**src/rtl/risc_pkg.sv**
```systemverilog
// Shared definitions for the 16-bit RISC core front end: fetch state encodings,
// PC width and reset vector.
package risc_pkg;

    localparam int PC_WIDTH   = 16;
    localparam int INST_WIDTH = 16;
    localparam logic [PC_WIDTH-1:0] RESET_PC = 16'h0000;

    typedef enum logic [2:0] {
        IDLE    = 3'd0,
        REQ     = 3'd1,
        HOLD    = 3'd2,
        DISCARD = 3'd3,
        FAULT   = 3'd4
    } fetch_state_e;

endpackage

```
**src/rtl/fetch_watchdog.sv**
```systemverilog
// Counts consecutive ack-less cycles of an outstanding instruction read and flags
// the cycle in which the limit is reached. Only instantiated under FETCH_TIMEOUT_EN.
module fetch_watchdog #(
    parameter int unsigned TIMEOUT_CYCLES = 15
) (
    input  logic I_clk,
    input  logic I_rst,
    input  logic I_clear,
    input  logic I_active,
    input  logic I_ack,
    output logic O_expired
);

    localparam int unsigned CNT_W = (TIMEOUT_CYCLES < 16) ? 4 : $clog2(TIMEOUT_CYCLES + 1);

    logic [CNT_W-1:0] count_q;
    logic [CNT_W-1:0] count_d;

    // Clear on (re)entry to a waiting state, otherwise count cycles without ack
    always_comb begin
        count_d = count_q;
        if (I_clear) begin
            count_d = {CNT_W{1'b0}};
        end else if (I_active && !I_ack) begin
            count_d = count_q + CNT_W'(1);
        end else begin
            count_d = count_q;
        end
    end

    // Counter register
    always_ff @(posedge I_clk or posedge I_rst) begin
        if (I_rst) begin
            count_q <= {CNT_W{1'b0}};
        end else begin
            count_q <= count_d;
        end
    end

    // The current cycle is the TIMEOUT_CYCLES-th one without ack
    assign O_expired = I_active && !I_ack && (count_q == CNT_W'(TIMEOUT_CYCLES - 1));

endmodule

```
**src/rtl/inst_fetch.sv**
```systemverilog
// Instruction fetch stage: owns the PC, reads instruction memory over req/ack and
// holds each word for the decoder. Optional read timeout under FETCH_TIMEOUT_EN.
module inst_fetch #(
    parameter int PC_WIDTH = risc_pkg::PC_WIDTH,
    parameter logic [PC_WIDTH-1:0] RESET_PC = risc_pkg::RESET_PC
`ifdef FETCH_TIMEOUT_EN
    ,parameter int unsigned TIMEOUT_CYCLES = 15
`endif
) (
    input  logic                            I_clk,
    input  logic                            I_rst,
    input  logic                            I_en,
    input  logic                            I_mem_ack,
    input  logic [risc_pkg::INST_WIDTH-1:0] I_mem_rdata,
    input  logic                            I_dec_ready,
    input  logic                            I_branch_en,
    input  logic [PC_WIDTH-1:0]             I_branch_target,
    output logic                            O_mem_req,
    output logic [PC_WIDTH-1:0]             O_mem_addr,
    output logic [risc_pkg::INST_WIDTH-1:0] O_inst,
    output logic                            O_inst_valid,
    output logic [PC_WIDTH-1:0]             O_pc,
    output logic                            O_fault
);

    import risc_pkg::*;

    fetch_state_e            state_q, state_d;
    logic [PC_WIDTH-1:0]     pc_q, pc_d;
    logic                    mem_req_q, mem_req_d;
    logic [PC_WIDTH-1:0]     mem_addr_q, mem_addr_d;
    logic [INST_WIDTH-1:0]   inst_q, inst_d;
    logic                    inst_valid_q, inst_valid_d;
    logic [PC_WIDTH-1:0]     out_pc_q, out_pc_d;
    logic                    fault_q, fault_d;
    logic [PC_WIDTH-1:0]     redirect_pc_s;
    logic                    expired_s;

    assign redirect_pc_s = I_branch_en ? I_branch_target : pc_q;

    // Next-state, PC and registered-output logic; a branch always overrides the PC
    always_comb begin
        state_d      = state_q;
        pc_d         = pc_q;
        mem_req_d    = mem_req_q;
        mem_addr_d   = mem_addr_q;
        inst_d       = inst_q;
        inst_valid_d = inst_valid_q;
        out_pc_d     = out_pc_q;
        fault_d      = fault_q;
        case (state_q)
            IDLE: begin
                pc_d = redirect_pc_s;
                if (I_en) begin
                    state_d    = REQ;
                    mem_req_d  = 1'b1;
                    mem_addr_d = redirect_pc_s;
                end else begin
                    state_d = IDLE;
                end
            end
            HOLD: begin
                if (I_branch_en || I_dec_ready) begin
                    pc_d         = redirect_pc_s;
                    inst_valid_d = 1'b0;
                    if (I_en) begin
                        state_d    = REQ;
                        mem_req_d  = 1'b1;
                        mem_addr_d = redirect_pc_s;
                    end else begin
                        state_d = IDLE;
                    end
                end else begin
                    state_d = HOLD;
                end
            end
            REQ: begin
                if (I_mem_ack && I_branch_en) begin
                    pc_d       = I_branch_target;
                    mem_addr_d = I_branch_target;
                    state_d    = REQ;
                end else if (I_mem_ack) begin
                    inst_d       = I_mem_rdata;
                    out_pc_d     = mem_addr_q;
                    inst_valid_d = 1'b1;
                    pc_d         = pc_q + PC_WIDTH'(1);
                    mem_req_d    = 1'b0;
                    state_d      = HOLD;
                end else if (expired_s) begin
                    fault_d      = 1'b1;
                    mem_req_d    = 1'b0;
                    inst_valid_d = 1'b0;
                    state_d      = FAULT;
                end else if (I_branch_en) begin
                    pc_d    = I_branch_target;
                    state_d = DISCARD;
                end else begin
                    state_d = REQ;
                end
            end
            DISCARD: begin
                // A branch arriving together with the stale ack still retires the discard
                pc_d = redirect_pc_s;
                if (I_mem_ack) begin
                    if (I_en) begin
                        state_d    = REQ;
                        mem_addr_d = redirect_pc_s;
                    end else begin
                        state_d   = IDLE;
                        mem_req_d = 1'b0;
                    end
                end else if (expired_s) begin
                    fault_d      = 1'b1;
                    mem_req_d    = 1'b0;
                    inst_valid_d = 1'b0;
                    state_d      = FAULT;
                end else begin
                    state_d = DISCARD;
                end
            end
            FAULT: begin
                state_d      = FAULT;
                mem_req_d    = 1'b0;
                inst_valid_d = 1'b0;
            end
            default: begin
                state_d      = IDLE;
                mem_req_d    = 1'b0;
                inst_valid_d = 1'b0;
            end
        endcase
    end

`ifdef FETCH_TIMEOUT_EN
    logic wd_clear_s;
    logic wd_active_s;

    assign wd_clear_s  = ((state_d == REQ) && ((state_q != REQ) || I_mem_ack))
                       || ((state_d == DISCARD) && (state_q != DISCARD));
    assign wd_active_s = (state_q == REQ) || (state_q == DISCARD);

    fetch_watchdog #(
        .TIMEOUT_CYCLES (TIMEOUT_CYCLES)
    ) u_watchdog (
        .I_clk     (I_clk),
        .I_rst     (I_rst),
        .I_clear   (wd_clear_s),
        .I_active  (wd_active_s),
        .I_ack     (I_mem_ack),
        .O_expired (expired_s)
    );
`else
    assign expired_s = 1'b0;
`endif

    // State, PC and output registers
    always_ff @(posedge I_clk or posedge I_rst) begin
        if (I_rst) begin
            state_q      <= IDLE;
            pc_q         <= RESET_PC;
            mem_req_q    <= 1'b0;
            mem_addr_q   <= RESET_PC;
            inst_q       <= {INST_WIDTH{1'b0}};
            inst_valid_q <= 1'b0;
            out_pc_q     <= {PC_WIDTH{1'b0}};
            fault_q      <= 1'b0;
        end else begin
            state_q      <= state_d;
            pc_q         <= pc_d;
            mem_req_q    <= mem_req_d;
            mem_addr_q   <= mem_addr_d;
            inst_q       <= inst_d;
            inst_valid_q <= inst_valid_d;
            out_pc_q     <= out_pc_d;
            fault_q      <= fault_d;
        end
    end

    assign O_mem_req    = mem_req_q;
    assign O_mem_addr   = mem_addr_q;
    assign O_inst       = inst_q;
    assign O_inst_valid = inst_valid_q;
    assign O_pc         = out_pc_q;
    assign O_fault      = fault_q;

endmodule

```
**config.mk**
```make
export PLATFORM = sky130hd
export DESIGN_NAME = inst_fetch
export DESIGN_NICKNAME = d
export VERILOG_FILES = /design/src/rtl/risc_pkg.sv /design/src/rtl/fetch_watchdog.sv /design/src/rtl/inst_fetch.sv
export SDC_FILE = /design/constraint.sdc
export NUM_CORES = 1
export LEC_CHECK = 0
export ABC_AREA = 0
export BUFFER_PORTS_ARGS = -buffer_cell sky130_fd_sc_hd__buf_4
export CAP_MARGIN = 15
export CORE_ASPECT_RATIO = 1.75
export CORE_MARGIN = 2
export CORE_UTILIZATION = 54
export DETAILED_ROUTE_END_ITERATION = 10
export PLACE_DENSITY = 0.83
export SYNTH_ARGS = -nofsm -noshare
export SYNTH_HDL_FRONTEND = slang
export SYNTH_SLANG_ARGS = --single-unit
```
**constraint.sdc**
```tcl
create_clock -name I_clk -period 3.06 [get_ports I_clk]
set_clock_uncertainty 0.1 [all_clocks]
set_input_delay 0.612 -clock I_clk [delete_from_list [all_inputs] [get_ports I_clk]]
set_output_delay 0.612 -clock I_clk [all_outputs]
set_load 0.03 [all_outputs]
```
==> metrics.log, run 1 <==
INFO  metric power.share.combinational = 49.2%
INFO  metric post_cts_resized = 0
INFO  metric totalWireLength = 9.38 mm
INFO  metric gr-usage-met3 = 6.56%
INFO  metric htree_levels = 3
INFO  metric antenna_violations_before_repair = 0
INFO  metric netlist.area_leader.share = 45.3%
INFO  metric startpoint_type = input port
INFO  metric total_leakage_power = 2.11 nW
INFO  metric grt.overflow.total = 0
INFO  metric setup_slack_of_the_most_critical_reg_to_reg_path = 830 ps
INFO  metric synth.distinct_cells = 63
INFO  metric rows = 40
INFO  metric cts_clk_pin_slew_worst_paths = 50 ps
INFO  metric total_power = 5.35 mW
INFO  metric grt_pass1_wl = 15.3 mm
INFO  metric dr.first_iter.drc_count = 242
INFO  metric worstSetupEndpointType = register
INFO  metric critPathMaxFanout = 31
INFO  metric antenna_cells_inserted = 0
INFO  metric rsz0062_at_grt = false
INFO  metric place_hpwl = 6.80 mm
INFO  metric synth_adder_area_share = approximately 1.3%
INFO  metric synthSimpleGateAreaFrac = 12.1%
INFO  metric synth-compound-area-share = 15.5%
INFO  metric netlist_top_cells_area = sky130_fd_sc_hd__dfrtp_1 45%, sky130_fd_sc_hd__mux2_1 13%, sky130_fd_sc_hd__mux2_2 5.9%, sky130_fd_sc_hd__nand2_1 2.0%, sky130_fd_sc_hd__nor2_1 2.0%
INFO  metric timing.critical_path.required = ~3200 ps
INFO  metric yosys-mux-area-fraction = 20.0%
INFO  metric outcome = finished clean
INFO  metric regToRegEndpoint = pc_q[11]
INFO  metric synth_area_per_cell = 11.1 um^2
INFO  metric drive_gt1_share = 32.4%
INFO  metric cts-root-to-sink-buffers = 2
INFO  metric grt_start_max_net_pins = 70
INFO  metric antenna_violating_nets_post_route = 0
INFO  metric number_of_global_route_vias_before_repair = 3224
INFO  metric worst_hold_slack = 383 ps
INFO  metric drt_first_pass_iters = 5
INFO  metric wire_per_inst = 18.3 um
INFO  metric setup.worst_path.class = input port to register
INFO  metric hold_path.startpoint = O_pc[12]
INFO  metric tightestPinTransition = just under 900 ps
INFO  metric clk-insertion-delay-late = 330 ps
INFO  metric finalHoldViolCount = 0
INFO  metric number_of_failing_setup_endpoints_in_the_final_timing_report = 0
INFO  metric switching_power = between 2 and 2.5 mW
INFO  metric register_to_register_path_depth = 5
INFO  metric gp_routability_congestion = 0.976
INFO  metric holdBufCountCts = 0
INFO  metric cts_tree = done
INFO  metric io_buffer_count = 87
INFO  metric synthCells = between 300 and 400
INFO  metric ys.warnings.count = 0
INFO  metric maximum_clock_frequency = ~430 MHz
INFO  metric synth_top_family_by_area = multiplexers
INFO  metric drc = 0
INFO  metric dieWidth = slightly below 70 um
INFO  metric post-cts-setup-buffer-count = 0
INFO  metric synthArstFlopShare = 100%
INFO  metric synth-seq-cells = 69
INFO  metric stdcell_count = slightly above 500
INFO  metric synth.cell_area = 0.00381 mm^2
INFO  metric post-route-period-util = 75.2%
INFO  metric tritoncts.num_buffers = 9
INFO  metric synthDominantAreaCellType = sky130_fd_sc_hd__dfrtp_1
INFO  metric die-area = 0.00777 mm^2
INFO  metric p_int = 3.07 mW
INFO  metric rr_startpoint = state_q[1]
INFO  metric cellPowerDensity = 1130 mW/mm^2
INFO  metric totalNegativeSetupSlack = 0 ps
INFO  metric seqPwrFrac = 33.7%
INFO  metric synth_nets = 387
INFO  metric groute.layer.met2.usage = 43.5%
INFO  metric clock_power_share = 17.1%
INFO  metric i_o_pins = 89
INFO  metric timing_max_transition_violations_final = 0
INFO  metric post_layout_min_period = 2300 ps
INFO  metric core_area = just under 0.007 mm^2
INFO  metric post_synth_xor_area_fraction = less than 1%
INFO  metric irDropWorstVdd = 0.000775 V
INFO  metric hold-path-endpoint = O_pc[12]
INFO  metric floorplan.initialDensity = 55.6%
INFO  metric tightest_slew_margin_relative_to_the_limit = 42.1%
INFO  metric cts.sink_count = 69
INFO  metric sequential_to_total_area_share_from_yosys_stat = approximately 45%
INFO  metric placed_cells = 500
INFO  metric grt-busiest-layer = met2
INFO  metric maxCapViolations = 0
INFO  metric timing.hold.worst_path_depth = 1
INFO  metric synthToLayoutAreaGrowth = 24.3%
INFO  metric layout.nets = 469
INFO  metric dieHeight = 115 um
INFO  metric clock-root-buffer = sky130_fd_sc_hd__clkbuf_16
INFO  metric drt-vias-per-instance = between 6 and 7
INFO  metric synth_top_flop_cell = sky130_fd_sc_hd__dfrtp_1
INFO  metric post_synth_edffs = 0
INFO  metric timing.hold.worst.class = register to register
INFO  metric grt_util_all_layers = 26.5%
INFO  metric count_of_vias_placed_by_the_detailed_router = 3154
INFO  metric power_switching_share = 42.5%
INFO  metric worst-endpoint-arrival = between 2000 and 2500 ps
INFO  metric use_met1 = 30.1%
## cell type report
class                      instances  area (um^2)
multi-input combinational        245         1910
fill                             539         2120
inverter                           9         33.8
sequential                        69         1730
tap                               84          105
clock buffer                      11          243
timing repair buffer              93          711
clock inverter                     2         12.5
## critical path, cell delays in order
cell and delay [ps]:
sky130_fd_sc_hd__buf_4 290, sky130_fd_sc_hd__ha_1 260, sky130_fd_sc_hd__nor4bb_1 530, sky130_fd_sc_hd__a21o_1 280
sky130_fd_sc_hd__nor2b_1 170, sky130_fd_sc_hd__a21oi_1 50, sky130_fd_sc_hd__o22a_1 210
## sequential cells by signal, indices dropped and copies added (netlist names)
register      flops
O_pc             16
O_inst_valid      1
O_mem_req         1
state_q           3
pc_q             16
O_mem_addr       16
O_inst           16
## logic make-up (layout without fill, tap and decap cells)
kind of cell    count (synthesis)  after routing
other cells                     1              1
fa+ha+maj                       4              4
mux                            68             68
xor+xnor                        4              4
flops                          69             69
simple gates                   85             85
buf+inv                        31            115
compound gates                 83             83
## metrics by stage
step / instance area (um^2) / setup slack [ps] / util, %
detailed placement: 4480 / 457 / 65.4
finish: 4740 / 758 / 69.1
global route: 4740 / 628 / 69.1
floorplan: 3810 / 608 / -
CTS: 4740 / 813 / 69.1
global placement: 4480 / 601 / 65.4
## how the worst max path moves through the flow
| stage | start | to | slack [ps] | cells after the start |
|---|---|---|---|---|
| final | I_mem_ack | pc_q[2] | 760 | 7 |
| after global routing | state_q[1] | pc_q[11] | 630 | 5 |
| after CTS | I_mem_ack | pc_q[2] | 810 | 7 |
| after detailed placement | I_mem_ack | pc_q[2] | 460 | 7 |
| after global placement | I_mem_ack | pc_q[2] | 600 | 7 |
| after floorplan | I_rst | O_inst[0] | 610 | 1 |
## Yosys cell counts (2+ instances only)
master                      instances
sky130_fd_sc_hd__nand3_1            7
sky130_fd_sc_hd__a221oi_1           4
sky130_fd_sc_hd__inv_1              8
sky130_fd_sc_hd__a211oi_1           3
sky130_fd_sc_hd__nor3_1             5
sky130_fd_sc_hd__o31ai_1            2
sky130_fd_sc_hd__o221ai_1           6
sky130_fd_sc_hd__a22oi_1            5
sky130_fd_sc_hd__clkbuf_8           3
sky130_fd_sc_hd__dfrtp_1           69
sky130_fd_sc_hd__nor2_1            20
sky130_fd_sc_hd__a31oi_1            3
sky130_fd_sc_hd__or2_1              3
sky130_fd_sc_hd__ha_1               4
sky130_fd_sc_hd__a21oi_1           13
sky130_fd_sc_hd__a211o_1            3
sky130_fd_sc_hd__a21o_1             2
sky130_fd_sc_hd__mux2i_1            3
sky130_fd_sc_hd__a2bb2oi_1          5
sky130_fd_sc_hd__nand4_1            3
sky130_fd_sc_hd__mux2_2            20
sky130_fd_sc_hd__clkbuf_1           3
sky130_fd_sc_hd__a22o_1             2
sky130_fd_sc_hd__nor2b_1            5
sky130_fd_sc_hd__buf_4              6
sky130_fd_sc_hd__o211ai_1           3
sky130_fd_sc_hd__nor2_2             2
sky130_fd_sc_hd__xnor2_1            4
sky130_fd_sc_hd__buf_2              9
sky130_fd_sc_hd__a311oi_1           2
sky130_fd_sc_hd__nand2_1           20
sky130_fd_sc_hd__nand2b_1           5
sky130_fd_sc_hd__mux2_1            45
sky130_fd_sc_hd__o21ai_1            6
sky130_fd_sc_hd__a221o_1            3
sky130_fd_sc_hd__o22ai_1            2
sky130_fd_sc_hd__o21ai_0           11
## routing by layer
layer,share of wire (%),up-vias
met5,0,-
met4,4.2,0
met3,6.2,35
met2,54,142
met1,36,1535
li1,-,1442
## cells in the final DEF, fill, tap and decap left out, drive strengths merged, types with 4 or more instances in the layout
master	count
nor2	22
nand3	7
nand2	20
nor2b	5
a21oi	13
mux2	65
inv	9
nand2b	5
dfrtp	69
clkbuf	11
nand4	4
a22oi	5
nor3	6
a2bb2oi	5
o21ai	17
ha	4
o221ai	6
buf	93
a221oi	4
xnor2	4
## power by group through the flow
stage	registers (mW)	clock network [mW]	logic, mW
5_1_grt	1.87	0.961	2.82
3_5_place_dp	1.81	0	2.64
4_1_cts	1.80	0.938	2.65
2_1_floorplan	2.34	0	1.21
3_3_place_gp	1.77	0	2.58
6_report	1.80	0.915	2.63
Note: power is estimated with default switching activity, not from simulation.
==> inputs of run 2 (changes only) <==
clock period = 2.3 ns   (was 3.06 ns; I/O delays follow)
==> run 2 against run 1 <==
Effect of this change: global-route usage is 0.66 points higher; count of clock-buffer cells in the layout stayed put; largest cell class unchanged; clock power is 60% higher; sequential power is 34% higher; critical path type is now register to register.
==> metrics.log, run 2 (synthesized netlist as in run 1, its figures left out) <==
INFO  metric totalNegativeSetupSlack = 0 ps (unchanged)
INFO  metric wire_per_inst = 18.9 um (+3.5%)
INFO  metric drt-vias-per-instance = 6.20 (+0.79%)
INFO  metric tritoncts.num_buffers = 9 (unchanged)
INFO  metric timing.critical_path.required = 2440 ps (-740 ps)
INFO  metric layout_commonest_cell = sky130_fd_sc_hd__buf_4
INFO  metric rows = 40 (unchanged)
INFO  metric cp.buffers_inverters = 1 (unchanged)
INFO  metric clock_power_share = 19.6% (+2.5 points)
INFO  metric clock-root-buffer = sky130_fd_sc_hd__clkbuf_16
INFO  metric drive_gt1_share = 33.9% (+1.5 points)
INFO  metric grt_pass1_wl = 15.6 mm (+2.0%)
INFO  metric rsz0062_at_grt = false
INFO  metric post_layout_min_period = 2130 ps
INFO  metric finalHoldViolCount = 0 (unchanged)
INFO  metric tightest_slew_margin_relative_to_the_limit = 59.5% (+17 points)
INFO  metric place_hpwl = 7.04 mm (+3.5%)
INFO  metric cts.sink_count = 69 (unchanged)
INFO  metric total_leakage_power = 2.18 nW (+3.7%)
INFO  metric worst_hold_slack = 103 ps (-280 ps)
INFO  metric io_buffer_count = 87 (unchanged)
INFO  metric floorplan.initialDensity = 55.6% (unchanged)
INFO  metric timing_max_transition_violations_final = 0 (unchanged)
INFO  metric dieWidth = 67.5 um (unchanged)
INFO  metric tightestPinTransition = 600 ps (-268 ps)
INFO  metric gp_routability_congestion = 0.954 (-2.3%)
INFO  metric worstPathCellList = nor4b_1 -> or2_1 -> buf_4 -> a221o_1 -> a2bb2oi_1
INFO  metric number_of_failing_setup_endpoints_in_the_final_timing_report = 0 (unchanged)
INFO  metric i_o_pins = 89 (unchanged)
INFO  metric seqPwrFrac = 32.2% (-1.5 points)
INFO  metric cellPowerDensity = 1530 mW/mm^2 (+36%)
INFO  metric outcome = finished clean
INFO  metric die-area = 0.00777 mm^2 (unchanged)
INFO  metric crit_path_top_delay_cell = sky130_fd_sc_hd__dfrtp_1
INFO  metric rr_startpoint = state_q[1]
INFO  metric dr.first_iter.drc_count = 388 (+60%)
INFO  metric grt_start_max_net_pins = 70 (unchanged)
INFO  metric number_of_global_route_vias_before_repair = 3191 (-1.0%)
INFO  metric cts_tree = done
INFO  metric worst-endpoint-arrival = 2270 ps (-150 ps)
INFO  metric totalWireLength = 9.89 mm (+5.5%)
INFO  metric antenna_violations_before_repair = 0 (unchanged)
INFO  metric grt_util_all_layers = 27.1% (+0.66 points)
INFO  metric nFillCells = 491 (-8.9%)
INFO  metric timing.hold.worst.class = input port to async pin
INFO  metric antenna_violating_nets_post_route = 0 (unchanged)
INFO  metric cts-root-to-sink-buffers = 2 (unchanged)
INFO  metric htree_levels = 3 (unchanged)
INFO  metric power_switching_share = 41.4% (-1.1 points)
INFO  metric core_area = 0.00686 mm^2 (unchanged)
INFO  metric maximum_clock_frequency = about 470 MHz
INFO  metric critical_path.max_stage_delay = 630 ps (+100 ps)
INFO  metric critPathMaxFanout = 14 (-55%)
INFO  metric critical_path.top_delay_family = simple AND/OR/NAND/NOR gates
INFO  metric post_cts_resized = 0 (unchanged)
INFO  metric count_of_vias_placed_by_the_detailed_router = 3241 (+2.8%)
INFO  metric setup.worst_path.class = register to register
INFO  metric grt.overflow.total = 0 (unchanged)
INFO  metric drc = 0 (unchanged)
INFO  metric irDropWorstVdd = 0.00103 V (+33%)
INFO  metric drt_first_pass_iters = 5 (unchanged)
INFO  metric post-cts-setup-buffer-count = 0 (unchanged)
INFO  metric layout.nets = 477 (+1.7%)
INFO  metric startpoint_type = register
INFO  metric cts_clk_pin_slew_worst_paths = 50 ps (about the same)
INFO  metric clk-insertion-delay-late = 330 ps (about the same)
INFO  metric crit_path_start = state_q[1]
INFO  metric power.share.combinational = 48.2% (-1.0 points)
INFO  metric synthToLayoutAreaGrowth = 28.1%
INFO  metric worstSetupEndpointType = register
INFO  metric post-route-period-util = 92.6%
INFO  metric p_int = 4.39 mW (+43%)
INFO  metric antenna_cells_inserted = 0 (unchanged)
INFO  metric maxCapViolations = 0 (unchanged)
INFO  metric holdBufCountCts = 0 (unchanged)
INFO  metric dieHeight = 115 um (unchanged)
INFO  metric final_cell_mix = 98 x sky130_fd_sc_hd__buf_4, 69 x sky130_fd_sc_hd__dfrtp_1, 45 x sky130_fd_sc_hd__mux2_1
INFO  metric switching_power = 3.10 mW (+36%)
-- run 2: cell count changes in the layout (fill, tap and decap cells not counted), sizes merged --
| cell | before | now |
|---|---|---|
| buf | 93 | 101 |
| bufinv | 0 | 2 |
-- run 2: area by class of cell --
cell class	instances	area [um^2]	share of cell area (%)
Multi-Input combinational cell	245	1910	39.0
Sequential cell	69	1730	35.4
Tap cell	84	105	2.15
Clock buffer	11	243	4.97
Inverter	9	33.8	0.692
Clock inverter	4	72.6	1.49
Timing Repair Buffer	101	796	16.3
-- run 2: worst paths after layout --
path                                  end  slack, ps  cells past startpoint
setup / recovery                 pc_q[13]        170                      5
hold / removal                 O_inst[12]        100                      3
setup reg to reg                 pc_q[13]        170                      5
hold reg to reg                   O_pc[0]        390                      1
max in group asynchronous  O_mem_addr[11]       1690                      3
min in group I_clk              O_inst[6]        240                      2
-- run 2: tightest hold or removal path, stage by stage --
cell and delay (ps):
sky130_fd_sc_hd__buf_4 110, sky130_fd_sc_hd__inv_2 50, sky130_fd_sc_hd__buf_12 320
-- run 2: through the flow --
step,utilization [%],worst slack [ps],power [mW],instance area [um^2],cells
after floorplan,-,0.138,4.73,3810,345
after global placement,66.6,180,5.88,4570,508
after detailed placement,66.6,168,6.00,4570,508
after CTS,71.2,227,7.51,4880,523
after global routing,71.2,21.0,7.87,4880,523
final,71.2,171,7.49,4880,523
-- run 2: power groups by stage --
stage          sequential, mW  clock, mW  combinational (mW)
3_3_place_gp             2.36          0                3.52
5_1_grt                  2.49       1.53                3.85
6_report                 2.41       1.46                3.61
2_1_floorplan            3.12          0                1.61
4_1_cts                  2.40       1.49                3.62
3_5_place_dp             2.40          0                3.60
-- run 2: routing by layer --
metal	up-vias	part of all wire, %	global-route usage, %
li1	1462	-	-
met1	1581	36	30.8
met2	163	53	45.6
met3	35	6.9	6.16
met4	0	4.0	15.4
met5	-	0	0
==> inputs of run 3 (changes only) <==
PLACE_DENSITY = not set   (was 0.83)
PLACE_DENSITY_LB_ADDON = 0.2   (was not set)
==> run 3 against run 2 <==
Effect of this change: die area stayed put; worst setup slack worse by 46 ps; final cell count is 0.57% higher; global-route usage is 1.3 points higher; register-to-register slack worse by 50 ps; count of clock-buffer cells in the layout is 2 higher; sequential share of layout area is 0.092 points lower; cell area is 0.33% higher; sequential power hardly changed; utilization is 0.24 points higher; routed wire length is 3.7% higher; largest power group unchanged.
==> metrics.log, run 3 (synthesized netlist as in run 1, its figures left out) <==
INFO  metric stdcell_area = 0.00490 mm^2 (+0.33%)
INFO  metric cts.sink_count = 69 (unchanged)
INFO  metric drc = 0 (unchanged)
INFO  metric grt_pass1_wl = 16.2 mm (+4.2%)
INFO  metric worstPathCellList = nor2b_4 -> mux2_2 -> a221oi_1 -> a31oi_1 -> a2bb2oi_1
INFO  metric antenna_violations_before_repair = 0 (unchanged)
INFO  metric post-cts-setup-buffer-count = 0 (unchanged)
INFO  metric maximum_clock_frequency = 460 MHz (-2.1%)
INFO  metric startpoint_type = register
INFO  metric grt.overflow.total = 0 (unchanged)
INFO  metric count_of_vias_placed_by_the_detailed_router = 3240 (-0.031%)
INFO  metric floorplan.initialDensity = 55.6% (unchanged)
INFO  metric nFillCells = 505 (+2.9%)
INFO  metric synthToLayoutAreaGrowth = 28.5%
INFO  metric fin_ws = 125 ps (-45.8 ps)
INFO  metric post-route-period-util = 94.6% (+2.0 points)
INFO  metric worst_hold_slack = 93.0 ps (-10.2 ps)
INFO  metric grt_start_max_net_pins = 70 (unchanged)
INFO  metric antenna_cells_inserted = 0 (unchanged)
INFO  metric number_of_global_route_vias_before_repair = 3279 (+2.8%)
INFO  metric tightest_slew_margin_relative_to_the_limit = 60.8% (+1.3 points)
INFO  metric outcome = finished clean
INFO  metric critical_path.top_delay_family = compound AO/OA/AOI/OAI gates
INFO  metric dieWidth = 67.5 um (unchanged)
INFO  metric number_of_failing_setup_endpoints_in_the_final_timing_report = 0 (unchanged)
INFO  metric cellPowerDensity = 1510 mW/mm^2 (-1.3%)
INFO  metric drive_gt1_share = 35.1% (+1.1 points)
INFO  metric grt_util_all_layers = 28.4% (+1.3 points)
INFO  metric clk-insertion-delay-late = 340 ps (about the same)
INFO  metric i_o_pins = 89 (unchanged)
INFO  metric critical_path.max_stage_delay = 590 ps (-40 ps)
INFO  metric worst-endpoint-arrival = 2270 ps (about the same)
INFO  metric die-area = 0.00777 mm^2 (unchanged)
INFO  metric dieHeight = 115 um (unchanged)
INFO  metric timing.hold.worst.class = input port to async pin
INFO  metric critPathMaxFanout = 14 (unchanged)
INFO  metric final_cell_mix = 99 x sky130_fd_sc_hd__buf_4, 68 x sky130_fd_sc_hd__dfrtp_1, 45 x sky130_fd_sc_hd__mux2_1
INFO  metric totalNegativeSetupSlack = 0 ps (unchanged)
INFO  metric htree_levels = 3 (unchanged)
INFO  metric tritoncts.num_buffers = 9 (unchanged)
INFO  metric rsz0062_at_grt = false
INFO  metric holdBufCountCts = 0 (unchanged)
INFO  metric cts_tree = done
INFO  metric cp.buffers_inverters = 0 (-1)
INFO  metric post_layout_min_period = 2170 ps (+45.8 ps)
INFO  metric placed_cells = 510 (+0.39%)
INFO  metric worstSetupEndpointType = register
INFO  metric stdcell_count = 526 (+0.57%)
INFO  metric layout.nets = 479 (+0.42%)
INFO  metric layout_commonest_cell = sky130_fd_sc_hd__buf_4
INFO  metric timing_max_transition_violations_final = 0 (unchanged)
INFO  metric finalHoldViolCount = 0 (unchanged)
INFO  metric setup.worst_path.class = register to register
INFO  metric total_leakage_power = 2.20 nW (+0.65%)
INFO  metric total_power = 7.42 mW (-0.94%)
INFO  metric rows = 40 (unchanged)
INFO  metric io_buffer_count = 87 (unchanged)
INFO  metric core_area = 0.00686 mm^2 (unchanged)
INFO  metric crit_path_top_delay_cell = sky130_fd_sc_hd__dfrtp_1
INFO  metric gp_routability_congestion = 0.951 (-0.22%)
INFO  metric clock-root-buffer = sky130_fd_sc_hd__clkbuf_16
INFO  metric dpl_worst_slack = -28.1 ps (-196 ps)
INFO  metric cts-root-to-sink-buffers = 2 (unchanged)
INFO  metric drt-vias-per-instance = 6.16 (-0.60%)
INFO  metric drt_first_pass_iters = 5 (unchanged)
INFO  metric dr.first_iter.drc_count = 162 (-58%)
INFO  metric placement.cell_area = 0.00459 mm^2 (+0.60%)
INFO  metric timing.critical_path.required = 2390 ps (-50 ps)
INFO  metric maxCapViolations = 0 (unchanged)
INFO  metric cts_clk_pin_slew_worst_paths = 50 ps (about the same)
INFO  metric setup_slack_of_the_most_critical_reg_to_reg_path = 130 ps (-50 ps)
INFO  metric finalCoreUtilization = 71.4% (+0.24 points)
INFO  metric wire_per_inst = 19.5 um (+3.1%)
INFO  metric antenna_violating_nets_post_route = 0 (unchanged)
INFO  metric tightestPinTransition = 588 ps (-11.6 ps)
INFO  metric totalWireLength = 10.3 mm (+3.7%)
INFO  metric place_hpwl = 7.55 mm (+7.3%)
INFO  metric irDropWorstVdd = 0.000991 V (-3.9%)
## run 3: changes by cell type in the layout (fill, tap and decap cells not counted), sizes merged
cell / change
buf: +2
bufinv: -2
clkbuf: +2
clkinv: +2
clkinvlp: -1
## run 3: worst paths after layout
check                               start       endpoint  depth (start not counted)
max                            state_q[1]       pc_q[11]                          5
max reg2reg                    state_q[1]       pc_q[11]                          5
max in group asynchronous           I_rst  O_mem_addr[4]                          3
min in group I_clk         I_mem_rdata[4]      O_inst[4]                          2
min reg2reg                    O_inst[10]     O_inst[10]                          1
min                                 I_rst       O_pc[13]                          3
## run 3: tightest hold or removal path: cells and delay by family
family	cells	cell delay (ps)
buf+inv	3	470
## run 3: report_power, final
part	leakage (nW)	total (mW)	internal, mW	switching (mW)
clock	0.146	1.32	0.816	0.503
combinational	1.23	3.68	1.62	2.06
sequential	0.825	2.42	1.83	0.595
total	2.20	7.42	4.26	3.16
## run 3: area by class of cell
type                    count  area (um^2)  area share [%]
repair buffers            103          823            16.8
multi-input cells         245         1920            39.2
well taps                  84          105            2.15
clock inverters             3         18.8           0.383
flip-flops and latches     69         1730            35.3
clock buffers              13          270            5.52
inverters                   9         33.8           0.690
## run 3: timing repair
action | in CTS | in global routing
endpoints found under the hold margin | 0 | 0
endpoints found under the setup margin | 2 | 4
resized for setup | 1 | 3
pin swaps | 0 | 0
## run 3: layer usage
metal  GRT usage [%]  part of all wire [%]  up-vias
met5               0                     0        -
met4            15.9                   4.3        0
met1            30.6                    37     1593
met3            8.22                   6.0       35
li1                -                     -     1465
met2            48.4                    53      147
